`src/rtl/dff_bank_arbiter.sv`:
```
// Round-robin two-master arbiter that sequences LOAD/SET/CLEAR strobes onto a DFF bank.
// Optional read-back checking of the bank is enabled by defining DFF_BANK_READBACK_EN.
module dff_bank_arbiter #(
    parameter int W       = 8,
    parameter int PULSE_W = 2
) (
    input  logic         CLK,
    input  logic         CLR,
    input  logic         REQ0,
    input  logic         REQ1,
    input  logic [1:0]   CMD0,
    input  logic [1:0]   CMD1,
    input  logic [W-1:0] DIN0,
    input  logic [W-1:0] DIN1,
    input  logic [W-1:0] REG_Q,
    output logic         ACK0,
    output logic         ACK1,
    output logic         GNT,
    output logic         BUSY,
    output logic [W-1:0] REG_D,
    output logic         REG_LD,
    output logic         REG_PRE,
    output logic         REG_CLR,
    output logic         ERR
);

    typedef enum logic [1:0] {ST_IDLE, ST_EXEC, ST_SETTLE, ST_DONE} state_t;

    localparam logic [1:0] CMD_NOP   = 2'b00;
    localparam logic [1:0] CMD_LOAD  = 2'b01;
    localparam logic [1:0] CMD_SET   = 2'b10;
    localparam logic [1:0] CMD_CLEAR = 2'b11;
    localparam logic [3:0] CNT_INIT  = 4'(PULSE_W - 1);

    state_t       state_q, state_d;
    logic [1:0]   cmd_q, cmd_d;
    logic [W-1:0] din_q, din_d;
    logic [3:0]   cnt_q, cnt_d;
    logic         last_q, last_d;
    logic         ack0_q, ack0_d, ack1_q, ack1_d;
    logic         gnt_q, gnt_d, busy_q, busy_d;
    logic [W-1:0] reg_d_q, reg_d_d;
    logic         reg_ld_q, reg_ld_d, reg_pre_q, reg_pre_d, reg_clr_q, reg_clr_d;
    logic         err_q, err_d;
    logic         sel;

`ifdef DFF_BANK_READBACK_EN
    logic [W-1:0] rb_exp;
    always_comb begin
        rb_exp = '0;
        if (cmd_q == CMD_LOAD)     rb_exp = din_q;
        else if (cmd_q == CMD_SET) rb_exp = '1;
    end
`else
    logic unused_reg_q;
    assign unused_reg_q = ^REG_Q;
`endif

    always_comb begin
        state_d   = state_q;
        cmd_d     = cmd_q;
        din_d     = din_q;
        cnt_d     = cnt_q;
        last_d    = last_q;
        gnt_d     = gnt_q;
        reg_d_d   = reg_d_q;
        err_d     = err_q;
        ack0_d    = 1'b0;
        ack1_d    = 1'b0;
        reg_ld_d  = 1'b0;
        reg_pre_d = 1'b1;
        reg_clr_d = 1'b1;
        // Tie goes to whoever was not served last; a lone request simply wins.
        sel       = (REQ0 && REQ1) ? ~last_q : REQ1;

        case (state_q)
            ST_IDLE: begin
                if (REQ0 || REQ1) begin
                    gnt_d = sel;
                    cmd_d = sel ? CMD1 : CMD0;
                    din_d = sel ? DIN1 : DIN0;
                    cnt_d = CNT_INIT;
                    case (cmd_d)
                        CMD_LOAD: begin
                            state_d  = ST_EXEC;
                            reg_ld_d = 1'b1;
                            reg_d_d  = din_d;
                        end
                        CMD_SET: begin
                            state_d   = ST_EXEC;
                            reg_pre_d = 1'b0;
                        end
                        CMD_CLEAR: begin
                            state_d   = ST_EXEC;
                            reg_clr_d = 1'b0;
                        end
                        default: begin
                            state_d = ST_DONE;
                            ack0_d  = ~sel;
                            ack1_d  = sel;
                        end
                    endcase
                end
            end
            ST_EXEC: begin
                if (cmd_q == CMD_LOAD || cmd_q == CMD_NOP || cnt_q == 4'd0) begin
                    state_d = ST_SETTLE;
                end else begin
                    cnt_d     = cnt_q - 4'd1;
                    reg_pre_d = (cmd_q != CMD_SET);
                    reg_clr_d = (cmd_q != CMD_CLEAR);
                end
            end
            ST_SETTLE: begin
                state_d = ST_DONE;
                ack0_d  = ~gnt_q;
                ack1_d  = gnt_q;
`ifdef DFF_BANK_READBACK_EN
                if (REG_Q != rb_exp) err_d = 1'b1;
`endif
            end
            default: begin
                state_d = ST_IDLE;
                last_d  = gnt_q;
            end
        endcase

        busy_d = (state_d != ST_IDLE);
`ifndef DFF_BANK_READBACK_EN
        err_d = 1'b0;
`endif
    end

    always_ff @(posedge CLK or negedge CLR) begin
        if (!CLR) begin
            state_q   <= ST_IDLE;
            cmd_q     <= CMD_NOP;
            din_q     <= '0;
            cnt_q     <= '0;
            last_q    <= 1'b1;
            ack0_q    <= 1'b0;
            ack1_q    <= 1'b0;
            gnt_q     <= 1'b0;
            busy_q    <= 1'b0;
            reg_d_q   <= '0;
            reg_ld_q  <= 1'b0;
            reg_pre_q <= 1'b1;
            reg_clr_q <= 1'b1;
            err_q     <= 1'b0;
        end else begin
            state_q   <= state_d;
            cmd_q     <= cmd_d;
            din_q     <= din_d;
            cnt_q     <= cnt_d;
            last_q    <= last_d;
            ack0_q    <= ack0_d;
            ack1_q    <= ack1_d;
            gnt_q     <= gnt_d;
            busy_q    <= busy_d;
            reg_d_q   <= reg_d_d;
            reg_ld_q  <= reg_ld_d;
            reg_pre_q <= reg_pre_d;
            reg_clr_q <= reg_clr_d;
            err_q     <= err_d;
        end
    end

    assign ACK0    = ack0_q;
    assign ACK1    = ack1_q;
    assign GNT     = gnt_q;
    assign BUSY    = busy_q;
    assign REG_D   = reg_d_q;
    assign REG_LD  = reg_ld_q;
    assign REG_PRE = reg_pre_q;
    assign REG_CLR = reg_clr_q;
    assign ERR     = err_q;

endmodule

```
`config.mk`:
```
export PLATFORM = sky130hd
export DESIGN_NAME = dff_bank_arbiter
export DESIGN_NICKNAME = d
export VERILOG_FILES = /design/src/rtl/dff_bank_arbiter.sv
export SDC_FILE = /design/constraint.sdc
export NUM_CORES = 1
export LEC_CHECK = 0
export ABC_AREA = 1
export CAP_MARGIN = 20
export CORE_AREA = 2 2 41 80
export CTS_CLUSTER_SIZE = 30
export DETAILED_ROUTE_END_ITERATION = 8
export DIE_AREA = 0 0 43 82
export GPL_ROUTABILITY_DRIVEN = 0
export GPL_TIMING_DRIVEN = 0
export PLACE_DENSITY = 0.79
export SYNTH_ARGS = -nofsm -noshare
export SYNTH_HDL_FRONTEND = slang
export SYNTH_SLANG_ARGS = --single-unit
```
`constraint.sdc`:
```
create_clock -name CLK -period 3.47 [get_ports CLK]
set_input_delay 0.8675 -clock CLK [delete_from_list [all_inputs] [get_ports CLK]]
set_output_delay 0.8675 -clock CLK [all_outputs]
set_load 0.02 [all_outputs]
```
======== Word-level counts from Yosys, hierarchy flattened ========
Cells that the tools add are included.
storage, ports and cells
  logic and storage cells ................. 67
  output and inout bits ................... 16
  input bits .............................. 32
  bits in registers ....................... 24
operators by class
  add/sub/neg operators ................... 1
  muxes and demuxes ....................... 27
  reduce and logical (&&, ||, !) cells .... 14
  equality and inequality tests ........... 10
  bitwise logic cells ..................... 3
operators with widths
  operator                                                                number
  1-bit 2-to-1 mux                                                        14
  2-bit 2-to-1 mux                                                        4
  4-bit 2-to-1 mux                                                        2
  8-bit 2-to-1 mux                                                        1
  2-bit != test (second input constant)                                   4
  1-bit case mux with 2 select lines                                      4
  4-bit case mux with 2 select lines                                      1
  2-bit by 1-bit equality test with 1-bit output (second input constant)  3
  2-bit equality test (second input constant)                             3
  2-bit case mux with 3 select lines                                      1
  3-bit AND reduction                                                     2
  3-bit OR reduction                                                      2
  2-bit logical NOT                                                       2
  4-bit logical NOT                                                       1
  2-bit nonzero test                                                      2
  4-bit by 1-bit subtractor with 4-bit output (second input constant)     1
  1-bit logical OR                                                        3
  1-bit inverter                                                          3
  2-bit AND reduction                                                     1
  1-bit logical AND                                                       1

======== Depth between registers and ports, before layout ========
  depth in word-level cells ............... 9
  gate-level depth with buffers ........... 8
  gate-level depth less buffers ........... 7

======== Least setup slack after synthesis ========
Ideal clock, no wire load.
  path kind ............................... input-to-reg
  start point ............................. input REQ0
  end point ............................... register reg_d_q[0] (netlist: REG_D[0])
  data required time ...................... 3.353 ns
  arrival time ............................ 1.464 ns
  buffers on the path ..................... 1
  path slack .............................. 1.888 ns
  stages on the path ...................... 7
  cells stage by stage .................... nand2_2 buf_4 nand3_1 nand2_2 nand3_4 nand2_1 nand2_1
on the way
  longest elaborated chain between the ends .. 5
  elaborated cells between the ends (all ways) .. 7
  those cells by class .................... eq/ne (1); mux (3); reduce/logical (3)
ends and longest elaborated chain
  what                                            RTL line  text
  start, declared                                 9         input logic REQ0,
  1-bit logical AND                               74        sel = (REQ0 && REQ1) ? ~last_q : REQ1;
  1-bit 2-to-1 mux                                74
  2-bit 2-to-1 mux                                80        cmd_d = sel ? CMD1 : CMD0;
  2-bit by 1-bit equality test with 1-bit output  83        case (cmd_d)
  3-bit AND reduction (no line)                   n/a
  end signal, assigned                            160       reg_d_q <= reg_d_d;
  end, declared                                   42        logic [W-1:0] reg_d_q, reg_d_d;
Parallel ways exist; a longest one is shown, timed or not.
A chain may end at the register's enable or synchronous reset.

======== Worst setup path in the final report ========
  start point ............................. register reg_clr_q (netlist: REG_CLR)
  end point ............................... output REG_CLR
RTL lines
  what                    RTL line  text
  start, declared         43        logic reg_ld_q, reg_ld_d, reg_pre_q, reg_pre_d, reg_clr_q, reg_clr_d;
  start signal, assigned  163       reg_clr_q <= reg_clr_d;
  end, declared           23        output logic REG_CLR,
No word-level cell between the ends.

==> flow_metrics.tcl <==
set metrics [dict create \
    cts_resized 0 \
    overflow 0 \
    synth_top_area_frac 0.411 \
    leakagePower_nw 0.877 \
    slowest_delay_ns 0.59 \
    skew_ns 0.00243 \
    end_kind "output port" \
    numCtsBuffers 3 \
    io_pins 48 \
    num_rows 28 \
    pre_cts_slack_ns 1.23 \
    hold_viol 0 \
    drt-total-wl_um 2690 \
    syn_nets 192 \
    total_power_mw 1.34 \
    yosys-top-cells-count "nand2_1 (49), nand3_1 (22), dfrtp_1 (21), inv_1 (14), nor2_1 (11)" \
    cp_slowest_cell "clkdlybuf4s50_1" \
    ys_warn_count 0 \
    critPathKind "flop to output port" \
    final_cell_count_no_fill 231 \
    viasPerCell 5.00 \
    setup_viol 0 \
    h-tree-depth 1 \
    clk_pin_slew_ns 0.08 \
    vias 1155 \
    grt_pass1_wl_um 4260 \
    path_cells "clkdlybuf4s50_1" \
    synthFlopType "dfrtp_1" \
    post-dp-hpwl_um 2240 \
    period_minus_slack_ns 2.23 \
    cp.arrival_ns 1.37 \
    drive_above_1_share 0.129 \
    cts.sinks 24 \
    fmax_mhz 447 \
    die_area_um2 3530 \
    fin_ws_ns 1.24 \
    initial_core_util 0.434 \
    cp_num_buf_inv 1 \
    synth-edff-count 0 \
    synth_seq_cells 24 \
    max_cap_viol_count 0 \
    p_per_area_nw_per_um2 752 \
    finalMaxSlewViolations 0 \
    cts_buffer_depth 2 \
    vdd.ir_drop.worst_v 0.000322 \
    synth_top_area_cell "dfrtp_1" \
    crit_required_ns 2.60 \
    portBuffers 38 \
    tns_ns 0 \
    grt_usage 0.159 \
    die_h_um 82 \
    synthArstFlopShare 1.00 \
    crit_path_start_kind "flop" \
    rsz0062_at_grt "false" \
    cts_root_buf "clkbuf_8" \
    first_pass_iters 4 \
    syn_inst 158 \
    yosysMostFrequentCell "nand2_1" \
    synthTopCellsByArea "dfrtp_1 (41%), nand2_1 (14%), nand3_1 (8.6%), dfstp_2 (6.2%), inv_1 (4.1%)" \
    syn_area_um2 1280 \
    first_iter_violations 21 \
    cp_top_family "buffers and inverters" \
    core_area_um2 2940 \
    wire_per_inst_um 11.7 \
    dp.cells 226 \
    ys_seq_area_frac 0.473 \
    ant_nets 0 \
    nets 236 \
    synth_area_per_cell_um2 8.09 \
    cp_max_fo 1 \
    grt_max_degree 25 \
    antennaDiodeCount 0 \
    synth_cell_type_count 24 \
    antenna_found_initial 0 \
    outcome "finished clean" \
    cts_setup_buffers 0 \
    cts_hold_buffers 0 \
    hold_path.class "flop to flop" \
    period_share 0.644 \
    area_growth_pct 39.2 \
    die_x_um 43 \
    first_global_vias 1054 \
    clk-insertion-delay-late_ns 0.26 \
    drc 0 \
    cts_tree "built" \
]
[cell families (layout without fill, tap and decap cells)]
logic type	Yosys count	count (layout)	share of synthesized area
XOR/XNOR	1	1	0.00686
other	1	1	0.00294
AO/OA/AOI/OAI	13	13	0.0539
flip-flops	24	24	0.473
adder cells (fa/ha/maj)	2	2	0.0196
AND/OR/NAND/NOR	97	97	0.360
buffers and inverters	20	63	0.0832
[final timing paths]
path / cells past startpoint / slack, ns / from / endpoint
min in group asynchronous: 1 / 0.84 / CLR / BUSY$_DFF_PN0_
worst min-delay path: 2 / 0.49 / REG_D[0]$_DFFE_PN0P_ / REG_D[0]$_DFFE_PN0P_
max in group asynchronous: 2 / 2.16 / CLR / REG_CLR$_DFF_PN1_
worst max register to register: 8 / 2.11 / last_q$_DFFE_PN1N_ / REG_D[2]$_DFFE_PN0P_
worst min register to register: 2 / 0.49 / REG_D[0]$_DFFE_PN0P_ / REG_D[0]$_DFFE_PN0P_
worst max-delay path: 1 / 1.24 / REG_CLR$_DFF_PN1_ / REG_CLR
[final cells by class]
type,instances,area (µm²)
Timing Repair Buffer,39,408
Fill cell,284,1160
Inverter,14,52.6
Multi-Input combinational cell,114,567
Clock buffer,4,55.1
Tap cell,30,37.5
Buffer,6,53.8
Sequential cell,24,604
[cell usage in the layout (no fill, tap or decap)]
cell	instances
nor2_8	1
nand3_4	1
buf_6	3
conb_1	1
buf_16	1
nand2_1	49
nand2_2	7
xnor2_1	1
ha_1	2
buf_2	1
inv_1	14
nand3_1	22
a21boi_0	1
dfrtp_1	21
nor2_1	11
nand3_2	1
a21oi_1	3
nor2_2	2
o21ai_1	5
o21ai_0	3
buf_4	2
o22ai_1	1
clkbuf_8	4
dfstp_2	3
clkdlybuf4s50_1	38
nand3b_1	2
nand4_1	1
[state kept, by name, indices dropped and copies added (netlist names), 2 cells and up]
name and count:
cnt_q 4, REG_D 8, cmd_q 2, state_q 2
[per-layer routing]
layer / vias to the layer above / part of all wire / global-route usage
li1: 582 / - / -
met5: - / 0 / 0
met3: 4 / 0.037 / 0
met1: 534 / 0.36 / 0.157
met4: 0 / 0.022 / 0.0848
met2: 35 / 0.58 / 0.323
[power by group]
group	switching [mW]	internal, mW
clock network	0.0821	0.101
logic	0.379	0.294
registers	0.0728	0.408
[per-stage QoR]
| stage | hold slack, ns | instance area (µm²) | utilization |
|---|---|---|---|
| 2_1_floorplan | 0.466 | 1280 | - |
| 3_3_place_gp | 0.470 | 1700 | 0.576 |
| 3_5_place_dp | 0.470 | 1700 | 0.576 |
| 4_1_cts | 0.494 | 1750 | 0.595 |
| 5_1_grt | 0.522 | 1780 | 0.604 |
| 6_report | 0.486 | 1780 | 0.604 |
Note: power is estimated with default switching activity, not from simulation.
